File: src/rtl/rom_chip_defs.sv
// Shared definitions for the fuse-PROM reader/programmer: chip types,
// active-low select vectors, default bus widths and the programmer FSM encoding.
package rom_chip_defs;

    localparam int ADDR_W = 9;
    localparam int DATA_W = 8;

    localparam logic CHIP_IP3601 = 1'b0;
    localparam logic CHIP_IP3604 = 1'b1;

    localparam logic [1:0] SEL3601_IDLE   = 2'b11;
    localparam logic [1:0] SEL3601_ACTIVE = 2'b00;
    localparam logic [3:0] SEL3604_IDLE   = 4'b1111;
    localparam logic [3:0] SEL3604_ACTIVE = 4'b0000;

    typedef enum logic [3:0] {
        ST_IDLE,
        ST_SETUP,
        ST_READ,
        ST_CHECK,
        ST_ARM,
        ST_PULSE,
        ST_RECOVER,
        ST_VERIFY,
        ST_DONE,
        ST_ERROR
    } prog_state_e;

endpackage

File: src/rtl/rom_fuse_programmer_if.sv
// Request and chip-pin bundle of the fuse programmer. The master side issues
// requests and returns chip readback; the slave side is the programmer itself.
interface rom_fuse_programmer_if #(
    parameter int ADDR_WIDTH = 9,
    parameter int DATA_WIDTH = 8
);
    logic                  start;
    logic                  chip_type;
    logic [ADDR_WIDTH-1:0] address_in;
    logic [DATA_WIDTH-1:0] data_in;
    logic [DATA_WIDTH-1:0] chip_data_port;
    logic [ADDR_WIDTH-1:0] chip_address_port;
    logic [1:0]            ip3601_selection_port;
    logic [3:0]            ip3604_selection_port;
    logic [DATA_WIDTH-1:0] program_bit_port;
    logic                  program_voltage_enable;
    logic                  busy;
    logic                  done;
    logic                  error;
    logic [2:0]            error_bit;

    modport master (
        output start, chip_type, address_in, data_in, chip_data_port,
        input  chip_address_port, ip3601_selection_port, ip3604_selection_port,
               program_bit_port, program_voltage_enable, busy, done, error, error_bit
    );

    modport slave (
        input  start, chip_type, address_in, data_in, chip_data_port,
        output chip_address_port, ip3601_selection_port, ip3604_selection_port,
               program_bit_port, program_voltage_enable, busy, done, error, error_bit
    );
endinterface

File: src/rtl/rom_pulse_timer.sv
// Loadable down-counter with a zero flag; a load of N-1 holds the caller's
// state for exactly N cycles.
module rom_pulse_timer #(
    parameter int CNT_W = 6
) (
    input  logic             clk_i,
    input  logic             rst_ni,
    input  logic             load_i,
    input  logic [CNT_W-1:0] load_val_i,
    output logic             zero_o
);

    logic [CNT_W-1:0] cnt_q;

    always_ff @(posedge clk_i or negedge rst_ni) begin
        if (!rst_ni) begin
            cnt_q <= '0;
        end else if (load_i) begin
            cnt_q <= load_val_i;
        end else if (cnt_q != '0) begin
            cnt_q <= cnt_q - CNT_W'(1);
        end
    end

    assign zero_o = (cnt_q == '0);

endmodule

File: src/rtl/rom_fuse_programmer.sv
// Burns one byte into an IP3601/IP3604 fuse PROM one bit at a time, verifying
// each pulse by readback and retrying a bounded number of times.
module rom_fuse_programmer
    import rom_chip_defs::*;
#(
    parameter int ADDR_WIDTH     = ADDR_W,
    parameter int DATA_WIDTH     = DATA_W,
    parameter int SETTLE_CYCLES  = 4,
    parameter int PULSE_CYCLES   = 50,
    parameter int RECOVER_CYCLES = 8,
    parameter int MAX_RETRIES    = 3
) (
    input  logic                 clk,
    input  logic                 reset,
    rom_fuse_programmer_if.slave bus
);

    localparam int MAX_CYC = (SETTLE_CYCLES > PULSE_CYCLES)
                           ? ((SETTLE_CYCLES > RECOVER_CYCLES) ? SETTLE_CYCLES : RECOVER_CYCLES)
                           : ((PULSE_CYCLES > RECOVER_CYCLES) ? PULSE_CYCLES : RECOVER_CYCLES);
    localparam int CNT_W   = $clog2(MAX_CYC + 1);
    localparam int RTY_W   = $clog2(MAX_RETRIES + 2);

    prog_state_e           state_q;
    logic [DATA_WIDTH-1:0] data_q;
    logic [DATA_WIDTH-1:0] rb_q;
    logic [2:0]            bit_q;
    logic [RTY_W-1:0]      retry_q;
    logic [ADDR_WIDTH-1:0] addr_q;
    logic [1:0]            sel01_q;
    logic [3:0]            sel04_q;
    logic [DATA_WIDTH-1:0] prog_q;
    logic                  pve_q;
    logic                  busy_q;
    logic                  done_q;
    logic                  error_q;
    logic [2:0]            error_bit_q;

    logic                  tmr_load;
    logic [CNT_W-1:0]      tmr_val;
    logic                  tmr_zero;
    logic [DATA_WIDTH-1:0] rb_extra;
    logic [DATA_WIDTH-1:0] rb_need;
    logic [DATA_WIDTH-1:0] vf_extra;

    function automatic logic [2:0] lowest_set(input logic [DATA_WIDTH-1:0] v);
        logic [2:0] idx;
        idx = '0;
        for (int i = DATA_WIDTH - 1; i >= 0; i--) begin
            if (v[i]) idx = 3'(i);
        end
        return idx;
    endfunction

    function automatic logic [DATA_WIDTH-1:0] onehot(input logic [2:0] b);
        return DATA_WIDTH'(1) << b;
    endfunction

    // Blown fuses outside the target byte can never be cleared, so they are fatal.
    assign rb_extra = rb_q & ~data_q;
    assign rb_need  = data_q & ~rb_q;
    assign vf_extra = bus.chip_data_port & ~data_q;

    // Untimed states keep the timer preloaded so the next timed state starts counting at once.
    always_comb begin
        tmr_load = 1'b0;
        tmr_val  = '0;
        case (state_q)
            ST_IDLE, ST_READ, ST_CHECK, ST_VERIFY: begin
                tmr_load = 1'b1;
                tmr_val  = CNT_W'(SETTLE_CYCLES - 1);
            end
            ST_ARM: begin
                tmr_load = tmr_zero;
                tmr_val  = CNT_W'(PULSE_CYCLES - 1);
            end
            ST_PULSE: begin
                tmr_load = tmr_zero;
                tmr_val  = CNT_W'(RECOVER_CYCLES - 1);
            end
            default: ;
        endcase
    end

    rom_pulse_timer #(.CNT_W(CNT_W)) u_timer (
        .clk_i      (clk),
        .rst_ni     (reset),
        .load_i     (tmr_load),
        .load_val_i (tmr_val),
        .zero_o     (tmr_zero)
    );

    always_ff @(posedge clk or negedge reset) begin
        if (!reset) begin
            state_q     <= ST_IDLE;
            data_q      <= '0;
            rb_q        <= '0;
            bit_q       <= '0;
            retry_q     <= '0;
            addr_q      <= '0;
            sel01_q     <= SEL3601_IDLE;
            sel04_q     <= SEL3604_IDLE;
            prog_q      <= '0;
            pve_q       <= 1'b0;
            busy_q      <= 1'b0;
            done_q      <= 1'b0;
            error_q     <= 1'b0;
            error_bit_q <= '0;
        end else begin
            case (state_q)
                ST_IDLE: begin
                    if (bus.start) begin
                        data_q      <= bus.data_in;
                        addr_q      <= bus.address_in;
                        bit_q       <= '0;
                        retry_q     <= '0;
                        busy_q      <= 1'b1;
                        error_q     <= 1'b0;
                        error_bit_q <= '0;
                        if (bus.chip_type == CHIP_IP3604) sel04_q <= SEL3604_ACTIVE;
                        else                              sel01_q <= SEL3601_ACTIVE;
                        state_q     <= ST_SETUP;
                    end
                end
                ST_SETUP: begin
                    if (tmr_zero) state_q <= ST_READ;
                end
                ST_READ: begin
                    rb_q    <= bus.chip_data_port;
                    state_q <= ST_CHECK;
                end
                ST_CHECK: begin
                    if (rb_extra != '0) begin
                        error_bit_q <= lowest_set(rb_extra);
                        error_q     <= 1'b1;
                        busy_q      <= 1'b0;
                        sel01_q     <= SEL3601_IDLE;
                        sel04_q     <= SEL3604_IDLE;
                        state_q     <= ST_ERROR;
                    end else if (rb_need == '0) begin
                        done_q  <= 1'b1;
                        busy_q  <= 1'b0;
                        sel01_q <= SEL3601_IDLE;
                        sel04_q <= SEL3604_IDLE;
                        state_q <= ST_DONE;
                    end else begin
                        bit_q   <= lowest_set(rb_need);
                        prog_q  <= onehot(lowest_set(rb_need));
                        retry_q <= '0;
                        state_q <= ST_ARM;
                    end
                end
                ST_ARM: begin
                    if (tmr_zero) begin
                        pve_q   <= 1'b1;
                        state_q <= ST_PULSE;
                    end
                end
                ST_PULSE: begin
                    if (tmr_zero) begin
                        pve_q   <= 1'b0;
                        prog_q  <= '0;
                        state_q <= ST_RECOVER;
                    end
                end
                ST_RECOVER: begin
                    if (tmr_zero) state_q <= ST_VERIFY;
                end
                ST_VERIFY: begin
                    if (vf_extra != '0) begin
                        error_bit_q <= lowest_set(vf_extra);
                        error_q     <= 1'b1;
                        busy_q      <= 1'b0;
                        sel01_q     <= SEL3601_IDLE;
                        sel04_q     <= SEL3604_IDLE;
                        state_q     <= ST_ERROR;
                    end else if (bus.chip_data_port[bit_q]) begin
                        rb_q    <= bus.chip_data_port;
                        state_q <= ST_CHECK;
                    end else if (retry_q < RTY_W'(MAX_RETRIES)) begin
                        retry_q <= retry_q + RTY_W'(1);
                        prog_q  <= onehot(bit_q);
                        state_q <= ST_ARM;
                    end else begin
                        error_bit_q <= bit_q;
                        error_q     <= 1'b1;
                        busy_q      <= 1'b0;
                        sel01_q     <= SEL3601_IDLE;
                        sel04_q     <= SEL3604_IDLE;
                        state_q     <= ST_ERROR;
                    end
                end
                ST_DONE: begin
                    done_q  <= 1'b0;
                    state_q <= ST_IDLE;
                end
                ST_ERROR: begin
                    state_q <= ST_IDLE;
                end
                default: state_q <= ST_IDLE;
            endcase
        end
    end

    assign bus.chip_address_port      = addr_q;
    assign bus.ip3601_selection_port  = sel01_q;
    assign bus.ip3604_selection_port  = sel04_q;
    assign bus.program_bit_port       = prog_q;
    assign bus.program_voltage_enable = pve_q;
    assign bus.busy                   = busy_q;
    assign bus.done                   = done_q;
    assign bus.error                  = error_q;
    assign bus.error_bit              = error_bit_q;

endmodule

File: src/flat_wrapper.sv
// flat-port wrapper written by rule: the top's interface ports become plain ports
module rom_fuse_programmer_flat import rom_chip_defs::*;
#(
    parameter int ADDR_WIDTH     = ADDR_W,
    parameter int DATA_WIDTH     = DATA_W,
    parameter int SETTLE_CYCLES  = 4,
    parameter int PULSE_CYCLES   = 50,
    parameter int RECOVER_CYCLES = 8,
    parameter int MAX_RETRIES    = 3
)
  (clk, reset, bus_start, bus_chip_type, bus_address_in, bus_data_in, bus_chip_data_port, bus_chip_address_port, bus_ip3601_selection_port, bus_ip3604_selection_port, bus_program_bit_port, bus_program_voltage_enable, bus_busy, bus_done, bus_error, bus_error_bit);
  rom_fuse_programmer_if #(.ADDR_WIDTH(ADDR_WIDTH), .DATA_WIDTH(DATA_WIDTH)) bus_i ();
  input  logic clk;
  input  logic reset;
  input wire logic [$bits(bus_i.start)-1:0] bus_start;
  input wire logic [$bits(bus_i.chip_type)-1:0] bus_chip_type;
  input wire logic [$bits(bus_i.address_in)-1:0] bus_address_in;
  input wire logic [$bits(bus_i.data_in)-1:0] bus_data_in;
  input wire logic [$bits(bus_i.chip_data_port)-1:0] bus_chip_data_port;
  output wire logic [$bits(bus_i.chip_address_port)-1:0] bus_chip_address_port;
  output wire logic [$bits(bus_i.ip3601_selection_port)-1:0] bus_ip3601_selection_port;
  output wire logic [$bits(bus_i.ip3604_selection_port)-1:0] bus_ip3604_selection_port;
  output wire logic [$bits(bus_i.program_bit_port)-1:0] bus_program_bit_port;
  output wire logic [$bits(bus_i.program_voltage_enable)-1:0] bus_program_voltage_enable;
  output wire logic [$bits(bus_i.busy)-1:0] bus_busy;
  output wire logic [$bits(bus_i.done)-1:0] bus_done;
  output wire logic [$bits(bus_i.error)-1:0] bus_error;
  output wire logic [$bits(bus_i.error_bit)-1:0] bus_error_bit;
  assign bus_i.start = bus_start;
  assign bus_i.chip_type = bus_chip_type;
  assign bus_i.address_in = bus_address_in;
  assign bus_i.data_in = bus_data_in;
  assign bus_i.chip_data_port = bus_chip_data_port;
  assign bus_chip_address_port = bus_i.chip_address_port;
  assign bus_ip3601_selection_port = bus_i.ip3601_selection_port;
  assign bus_ip3604_selection_port = bus_i.ip3604_selection_port;
  assign bus_program_bit_port = bus_i.program_bit_port;
  assign bus_program_voltage_enable = bus_i.program_voltage_enable;
  assign bus_busy = bus_i.busy;
  assign bus_done = bus_i.done;
  assign bus_error = bus_i.error;
  assign bus_error_bit = bus_i.error_bit;
  rom_fuse_programmer #(.ADDR_WIDTH(ADDR_WIDTH), .DATA_WIDTH(DATA_WIDTH), .SETTLE_CYCLES(SETTLE_CYCLES), .PULSE_CYCLES(PULSE_CYCLES), .RECOVER_CYCLES(RECOVER_CYCLES), .MAX_RETRIES(MAX_RETRIES)) u_core (.clk(clk), .reset(reset), .bus(bus_i));
endmodule
File: config.mk
export PLATFORM = sky130hd
export DESIGN_NAME = rom_fuse_programmer_flat
export DESIGN_NICKNAME = d
export VERILOG_FILES = /design/src/rtl/rom_chip_defs.sv /design/src/rtl/rom_fuse_programmer_if.sv /design/src/rtl/rom_pulse_timer.sv /design/src/rtl/rom_fuse_programmer.sv /design/src/flat_wrapper.sv
export SDC_FILE = /design/constraint.sdc
export NUM_CORES = 1
export LEC_CHECK = 0
export ABC_CLOCK_PERIOD_IN_PS = 2700
export CAP_MARGIN = 20
export CORE_ASPECT_RATIO = 1.4
export CORE_UTILIZATION = 48
export CTS_BUF_LIST = sky130_fd_sc_hd__clkbuf_16
export CTS_CLUSTER_DIAMETER = 200
export DETAILED_ROUTE_END_ITERATION = 6
export PLACE_DENSITY = 0.77
export SLEW_MARGIN = 20
export SYNTH_ARGS = -nofsm -noshare
export SYNTH_HDL_FRONTEND = slang
export SYNTH_HIERARCHICAL = 1
export SYNTH_SLANG_ARGS = --single-unit
export TNS_END_PERCENT = 1
File: constraint.sdc
create_clock -name clk -period 2.7 [get_ports clk]
set_clock_uncertainty 0.15 [all_clocks]
set_input_delay 0.54 -clock clk [delete_from_list [all_inputs] [get_ports clk]]
set_output_delay 0.54 -clock clk [all_outputs]
set_load 0.05 [all_outputs]
======== Yosys cells after proc, flatten, opt, wreduce, memory -nomap -nowiden ========
Index checks and enable logic that the tools add are counted.
word-level totals
  register bits after elaboration ......... 62
  input port bits ......................... 29
  output and inout port bits .............. 30
  word-level logic and storage cells ...... 181
operators by class
  add/sub/neg operators ................... 2
  magnitude comparators ................... 2
  equal/unequal tests ..................... 26
  shifts and indexed selects .............. 2
  muxes and demuxes ....................... 102
  bitwise logic cells ..................... 5
  reduce and logical (&&, ||, !) cells .... 27
operator list
  cell                   number
  $mux W3                37
  $mux W4                17
  $mux W8                8
  $pmux W4 S8            1
  $and A8 B8 Y8          3
  $pmux W8 S3            1
  $pmux W3 S3            2
  $pmux W6 S3            1
  $eq A4 B3 Y1 const B   4
  $mux W1                16
  $ne A2 B1 Y1 const B   8
  $not A8 Y8             2
  $pmux W8 S2            1
  $reduce_bool A8 Y1     2
  $shl A1 B3 Y8 const A  2
  $reduce_and A5 Y1      3
  $mux W2                7
  $ne A2 B2 Y1 const B   7
  $reduce_and A7 Y1      2
  $mux W6                2
  $pmux W4 S3            1
  $reduce_and A6 Y1      2
  $reduce_bool A2 Y1     5
  $reduce_and A3 Y1      3
  other kinds (23)       29

======== Logic depth before layout (Yosys ltp) ========
  depth after elaboration ................. 17
  depth in mapped cells ................... 10

======== Cells and area by module ========
The synthesis kept the hierarchy.
modules (own cells, without submodules)
  module               times used  cells each  area an instance (sq um)  sequential area each (sq um)
  rom_fuse_programmer  1           278         2,954.1                   1,303.8
  rom_pulse_timer      1           41          379.1                     150.1

======== Worst setup path before layout ========
OpenSTA, ideal clock, no wires.
  kind .................................... register -> register
  start point ............................. register u_core.u_timer.cnt_q[0]
  end point ............................... register u_core.u_timer.cnt_q[1]
  data arrival time ....................... 2.277 ns
  required time ........................... 2.429 ns
  path slack .............................. 0.152 ns
  stages on the path, launching flop included .. 11
  cells stage by stage .................... dfrtp_1 inv_1 ha_1 or4b_4 nor2_1 nand3b_1 a31oi_1 buf_1 inv_1 o31a_1 a22o_1
on the way
  word-level cells in the longest chain between the ends .. 3
RTL lines
  what                                           line                       text
  from (decl)                                    rom_pulse_timer.sv:13      logic [CNT_W-1:0] cnt_q;
  from (signal assigned)                         rom_pulse_timer.sv:19      cnt_q <= load_val_i;
  from (signal assigned)                         rom_pulse_timer.sv:21      cnt_q <= cnt_q - CNT_W'(1);
  $logic_not A6 Y1 (*)                           rom_pulse_timer.sv:25      assign zero_o = (cnt_q == '0);
  via u_core.tmr_zero                            rom_fuse_programmer.sv:41  logic tmr_zero;
  $pmux W1 S2 (*)                                rom_fuse_programmer.sv:68  case (state_q)
  via u_core.tmr_load                            rom_fuse_programmer.sv:39  logic tmr_load;
  $mux W6 or $reduce_bool A2 Y1 (tied branches)  -
Mark *: on every way through the listed nets, which the timed path passes. The rest lies on a longest branch. The select of a mux whose other input is x is not followed.
A chain may end at the register's enable or synchronous reset.

======== Worst setup path after layout ========
  start point ............................. input bus_chip_data_port[0]
  end point ............................... register u_core.prog_q[3], in the netlist u_core/bus.program_bit_port[3]
on the way
  word-level cells in the longest chain between the ends .. 4
RTL lines
  what                                                                 line                                                    text
  from (decl)                                                          flat_wrapper.sv:19                                      input wire logic [$bits(bus_i.chip_data_port)-1:0] bus_chip_data_port;
  $bmux W1 S3 or $and A8 B8 Y8 (tied branches)                         rom_fuse_programmer.sv:177, rom_fuse_programmer.sv:62
  $mux W1 (implied by the code) or $reduce_bool A8 Y1 (tied branches)  rom_fuse_programmer.sv:177, rom_fuse_programmer.sv:170
  $ne A2 B2 Y1 (no line)                                               -
  $reduce_and A7 Y1 (no line) (*)                                      -
  to (signal assigned)                                                 rom_fuse_programmer.sv:148                              prog_q <= onehot(lowest_set(rb_need));
  to (signal assigned)                                                 rom_fuse_programmer.sv:182                              prog_q <= onehot(bit_q);
  to (decl)                                                            rom_fuse_programmer.sv:32                               logic [DATA_WIDTH-1:0] prog_q;
Mark *: on every way between the ends. The rest lies on a longest branch, timed or not. The select of a mux whose other input is x is not followed.

==> impl_metrics.xml <==
<?xml version="1.0" encoding="UTF-8"?>
<metrics>
  <group name="status">
    <metric name="outcome" unit="">completed</metric>
  </group>
  <group name="clock_network">
    <metric name="clockRootBuffer" unit="">clkbuf_16</metric>
    <metric name="clock_sink_count" unit="">58</metric>
    <metric name="cts.reportedPaths.clkPinSlew" unit="ps">50</metric>
    <metric name="buffer_levels_on_the_longest_clock_path" unit="">2</metric>
    <metric name="cts_buffers" unit="">9</metric>
    <metric name="tritoncts_clock_tree" unit="">built</metric>
    <metric name="clk-insertion-delay-late" unit="ps">320</metric>
    <metric name="htree_num_levels" unit="">3</metric>
  </group>
  <group name="sta">
    <metric name="worst_slew_pin_slew" unit="ps">552</metric>
    <metric name="clock.fmax" unit="MHz">377</metric>
    <metric name="timing_max_transition_violations_final" unit="">0</metric>
    <metric name="layout_min_cycle_time" unit="ps">2650</metric>
    <metric name="min_period_over_period" unit="%">98.2</metric>
    <metric name="timing_hold_violations_final" unit="">0</metric>
    <metric name="post-route-worst-setup-slack" unit="ps">48.2</metric>
    <metric name="relSlewSlack" unit="%">62.9</metric>
    <metric name="setup_viol" unit="">0</metric>
  </group>
  <group name="yosys">
    <metric name="ys_top_cells_by_count" unit="">dfrtp_1 (56), mux2_2 (38), nand2_1 (23)</metric>
    <metric name="synth.net_count" unit="">351</metric>
    <metric name="synthMostInstantiatedCell" unit="">dfrtp_1</metric>
    <metric name="synth-seq-area-share" unit="%">43.6</metric>
    <metric name="synth_top_flop_cell" unit="">dfrtp_1</metric>
    <metric name="synthesis.yosys.warnings" unit="">6</metric>
    <metric name="synth_enable_flop_cells" unit="">0</metric>
    <metric name="synth.avg_cell_area" unit="um^2">10.4</metric>
    <metric name="postSynthCellCount" unit="">319</metric>
    <metric name="synth_area" unit="um^2">3330</metric>
    <metric name="post-synth-top-area-cell" unit="">dfrtp_1</metric>
    <metric name="synth.ff_latch_count" unit="">58</metric>
    <metric name="yosysUniqueCellTypes" unit="">63</metric>
    <metric name="synth-async-reset-ratio" unit="%">100</metric>
    <metric name="post_synth_main_area_contributors" unit="">dfrtp_1 (42%), mux2_2 (13%), nand2b_1 (2.8%), a21oi_1 (2.7%), nor2b_1 (2.6%)</metric>
    <metric name="synth_largest_type_area_fraction" unit="%">42.0</metric>
  </group>
  <group name="drt">
    <metric name="drt-vias-per-instance" unit="">5.51</metric>
    <metric name="avgRoutedWirePerCell" unit="um">15.5</metric>
    <metric name="detail_route.iter0.violations" unit="">147</metric>
    <metric name="detail_route.drc_violations" unit="">0</metric>
    <metric name="top_layer" unit="">met4</metric>
    <metric name="detail-route-antenna-nets" unit="">0</metric>
    <metric name="route.final.wire_length" unit="um">7930</metric>
    <metric name="dr_wl_met3" unit="um">331</metric>
    <metric name="wl_met1" unit="um">3040</metric>
    <metric name="detailroute.wirelength.met2" unit="um">4420</metric>
    <metric name="via_count" unit="">2815</metric>
    <metric name="number_of_iterations_in_the_first_detailed_routing_pass" unit="">5</metric>
  </group>
  <group name="global_routing">
    <metric name="via_count_of_the_first_global_routing_pass" unit="">2822</metric>
    <metric name="overflow" unit="">0</metric>
    <metric name="grt_start_max_net_pins" unit="">35</metric>
    <metric name="grt_use_total" unit="%">23.7</metric>
    <metric name="global_route_wire_length_before_repair" unit="um">13000</metric>
    <metric name="antenna_found_initial" unit="">0</metric>
  </group>
  <group name="power">
    <metric name="netSwitchingFraction" unit="%">42.8</metric>
    <metric name="p_int" unit="W">0.00344</metric>
    <metric name="share_comb_of_total_power" unit="%">55.7</metric>
    <metric name="power.switching" unit="W">0.00257</metric>
    <metric name="power.ir.vdd_worst" unit="mV">0.823</metric>
    <metric name="p_leak" unit="nW">2.05</metric>
    <metric name="powerDensity" unit="nW/um^2">1320</metric>
    <metric name="clock_power_share" unit="%">17.9</metric>
    <metric name="share_of_total_power_in_sequential_cells" unit="%">26.4</metric>
  </group>
  <group name="run">
    <metric name="max_cap_viol_count" unit="">0</metric>
  </group>
  <group name="die">
    <metric name="design.portCount" unit="">59</metric>
    <metric name="die-area" unit="um^2">7290</metric>
    <metric name="core_area" unit="um^2">6660</metric>
    <metric name="initial_utilization" unit="%">50.1</metric>
    <metric name="row_count" unit="">35</metric>
    <metric name="die_w" unit="um">72.4</metric>
    <metric name="fp.dieH" unit="um">101</metric>
  </group>
  <group name="layout">
    <metric name="design_area" unit="um^2">4550</metric>
    <metric name="finalNetCount" unit="">446</metric>
    <metric name="drive_gt1_share" unit="%">28.6</metric>
    <metric name="post_layout_nonfiller_instances" unit="">511</metric>
    <metric name="diodes_inserted" unit="">0</metric>
    <metric name="area_growth_syn_to_layout" unit="%">36.6</metric>
  </group>
  <group name="setup_path">
    <metric name="critPathLaunchType" unit="">input port</metric>
    <metric name="crit_path_end_kind" unit="">flip-flop</metric>
    <metric name="timing_worst_setup_path_type" unit="">in2reg</metric>
    <metric name="required_time_of_the_critical_path" unit="ps">2750</metric>
    <metric name="arrival" unit="ps">2710</metric>
    <metric name="critical_path_peak_fanout" unit="">8</metric>
  </group>
  <group name="place">
    <metric name="port-buffer-count" unit="">58</metric>
    <metric name="detailed_place.area" unit="um^2">4240</metric>
    <metric name="place.gp.congestion" unit="">0.958</metric>
    <metric name="place_worst_setup_slack" unit="ps">-325</metric>
    <metric name="place_inst" unit="">494</metric>
    <metric name="dpl.hpwl" unit="um">5900</metric>
  </group>
  <group name="worst_hold_path">
    <metric name="hp-class" unit="">in2async</metric>
  </group>
</metrics>
cells in the final DEF, fill, tap and decap left out, types with 3 or more instances in the layout:
| cell type | Yosys | layout |
|---|---|---|
| and2b_2 | 4 | 4 |
| nand2b_1 | 15 | 15 |
| clkdlybuf4s50_1 | 0 | 53 |
| o31ai_1 | 7 | 7 |
| nand2_1 | 23 | 23 |
| a21oi_1 | 18 | 18 |
| nor2b_1 | 14 | 14 |
| nor2_1 | 16 | 15 |
| ha_1 | 3 | 3 |
| a41oi_1 | 3 | 3 |
| a21o_1 | 3 | 3 |
| inv_1 | 9 | 10 |
| a31oi_1 | 5 | 5 |
| o21ai_0 | 9 | 9 |
| mux2_2 | 38 | 36 |
| or2b_2 | 3 | 3 |
| nor3_1 | 15 | 15 |
| nand3_1 | 4 | 4 |
| dlymetal6s2s_1 | 0 | 4 |
| dfrtp_1 | 56 | 56 |
| or2_2 | 4 | 4 |
| nor3b_1 | 7 | 7 |
| buf_4 | 5 | 38 |
| clkbuf_16 | 0 | 9 |
power groups by stage:
| stage | sequential [W] | combinational [W] | clock [W] |
|---|---|---|---|
| 6_report | 0.00159 | 0.00334 | 0.00108 |
| 5_1_grt | 0.00165 | 0.00361 | 0.00114 |
| 4_1_cts | 0.00158 | 0.00333 | 0.00110 |
| 3_5_place_dp | 0.00159 | 0.00331 | 0 |
| 3_3_place_gp | 0.00157 | 0.00326 | 0 |
| 2_1_floorplan | 0.00204 | 0.00180 | 0 |
per-stage QoR:
stage | TNS, ps | hold slack (ps) | utilization (%) | power (W)
floorplan | 0 | 94.4 | - | 0.00383
global placement | -6120 | 307 | 63.7 | 0.00482
detailed placement | -6990 | 317 | 63.7 | 0.00490
CTS | 0 | 66.8 | 68.0 | 0.00600
global route | -2.75 | 112 | 68.4 | 0.00639
finish | 0 | 62.5 | 68.4 | 0.00601
per-layer routing:
layer | GRT usage, % | vias to the layer above
met5 | 0 | -
met4 | 11.9 | 0
met3 | 4.60 | 13
met2 | 43.9 | 91
met1 | 25.0 | 1355
li1 | - | 1356
registers in the layout, indices dropped and copies added (netlist names), 3 cells and up:
signal / flops
u_core/bit_q: 3
u_core/bus.chip_address_port: 9
u_core/bus.error_bit: 3
u_core/bus.program_bit_port: 8
u_core/data_q: 8
u_core/rb_q: 8
u_core/retry_q: 3
u_core/state_q: 4
u_core/u_timer/cnt_q: 6
path summary, 6_finish.rpt:
kind | slack, ps | from | cells past startpoint | end
setup / recovery | 50 | bus_chip_data_port[0] | 7 | u_core/bus.program_bit_port[3]
hold / removal | 60 | reset | 1 | u_core/bus.program_voltage_enable
setup reg to reg | 180 | u_core/rb_q[5] | 6 | u_core/bus.program_bit_port[3]
hold reg to reg | 320 | u_core/bus.busy | 2 | u_core/bus.busy
max in group asynchronous | 1760 | reset | 2 | u_core/data_q[1]
min in group clk | 320 | u_core/bus.busy | 2 | u_core/bus.busy
cell type report:
cell class,count,area (um^2)
Clock buffer,9,225
Multi-Input combinational cell,238,1750
Timing Repair Buffer,98,911
Fill cell,546,2100
Tap cell,92,115
Inverter,9,33.8
Clock inverter,7,61.3
Sequential cell,58,1450
repair_timing:
action | CTS | global route
setup endpoints to repair | 5 | 19
hold buffers | 0 | 0
pin swaps | 1 | 0
resized for setup | 0 | 10
setup buffers | 0 | 1
critical path: stages:
cell             delay [ps]
clkdlybuf4s50_1         420
mux4_2                  470
mux2_4                  320
and4b_2                 300
nand2b_4                140
nand4_4                 160
mux2_4                  350
logic make-up after synthesis:
kind of cell	count (synthesis)	share of synthesized area (%)
AOI/OAI and AO/OA	65	13.2
xor gates and xnor gates	2	0.526
adders and majority gates	3	1.13
buffers and inverters	23	4.02
DFF	58	43.6
muxes	41	14.7
other	1	0.113
and+or+nand+nor	126	22.7
(Power assumes the default switching activity.)
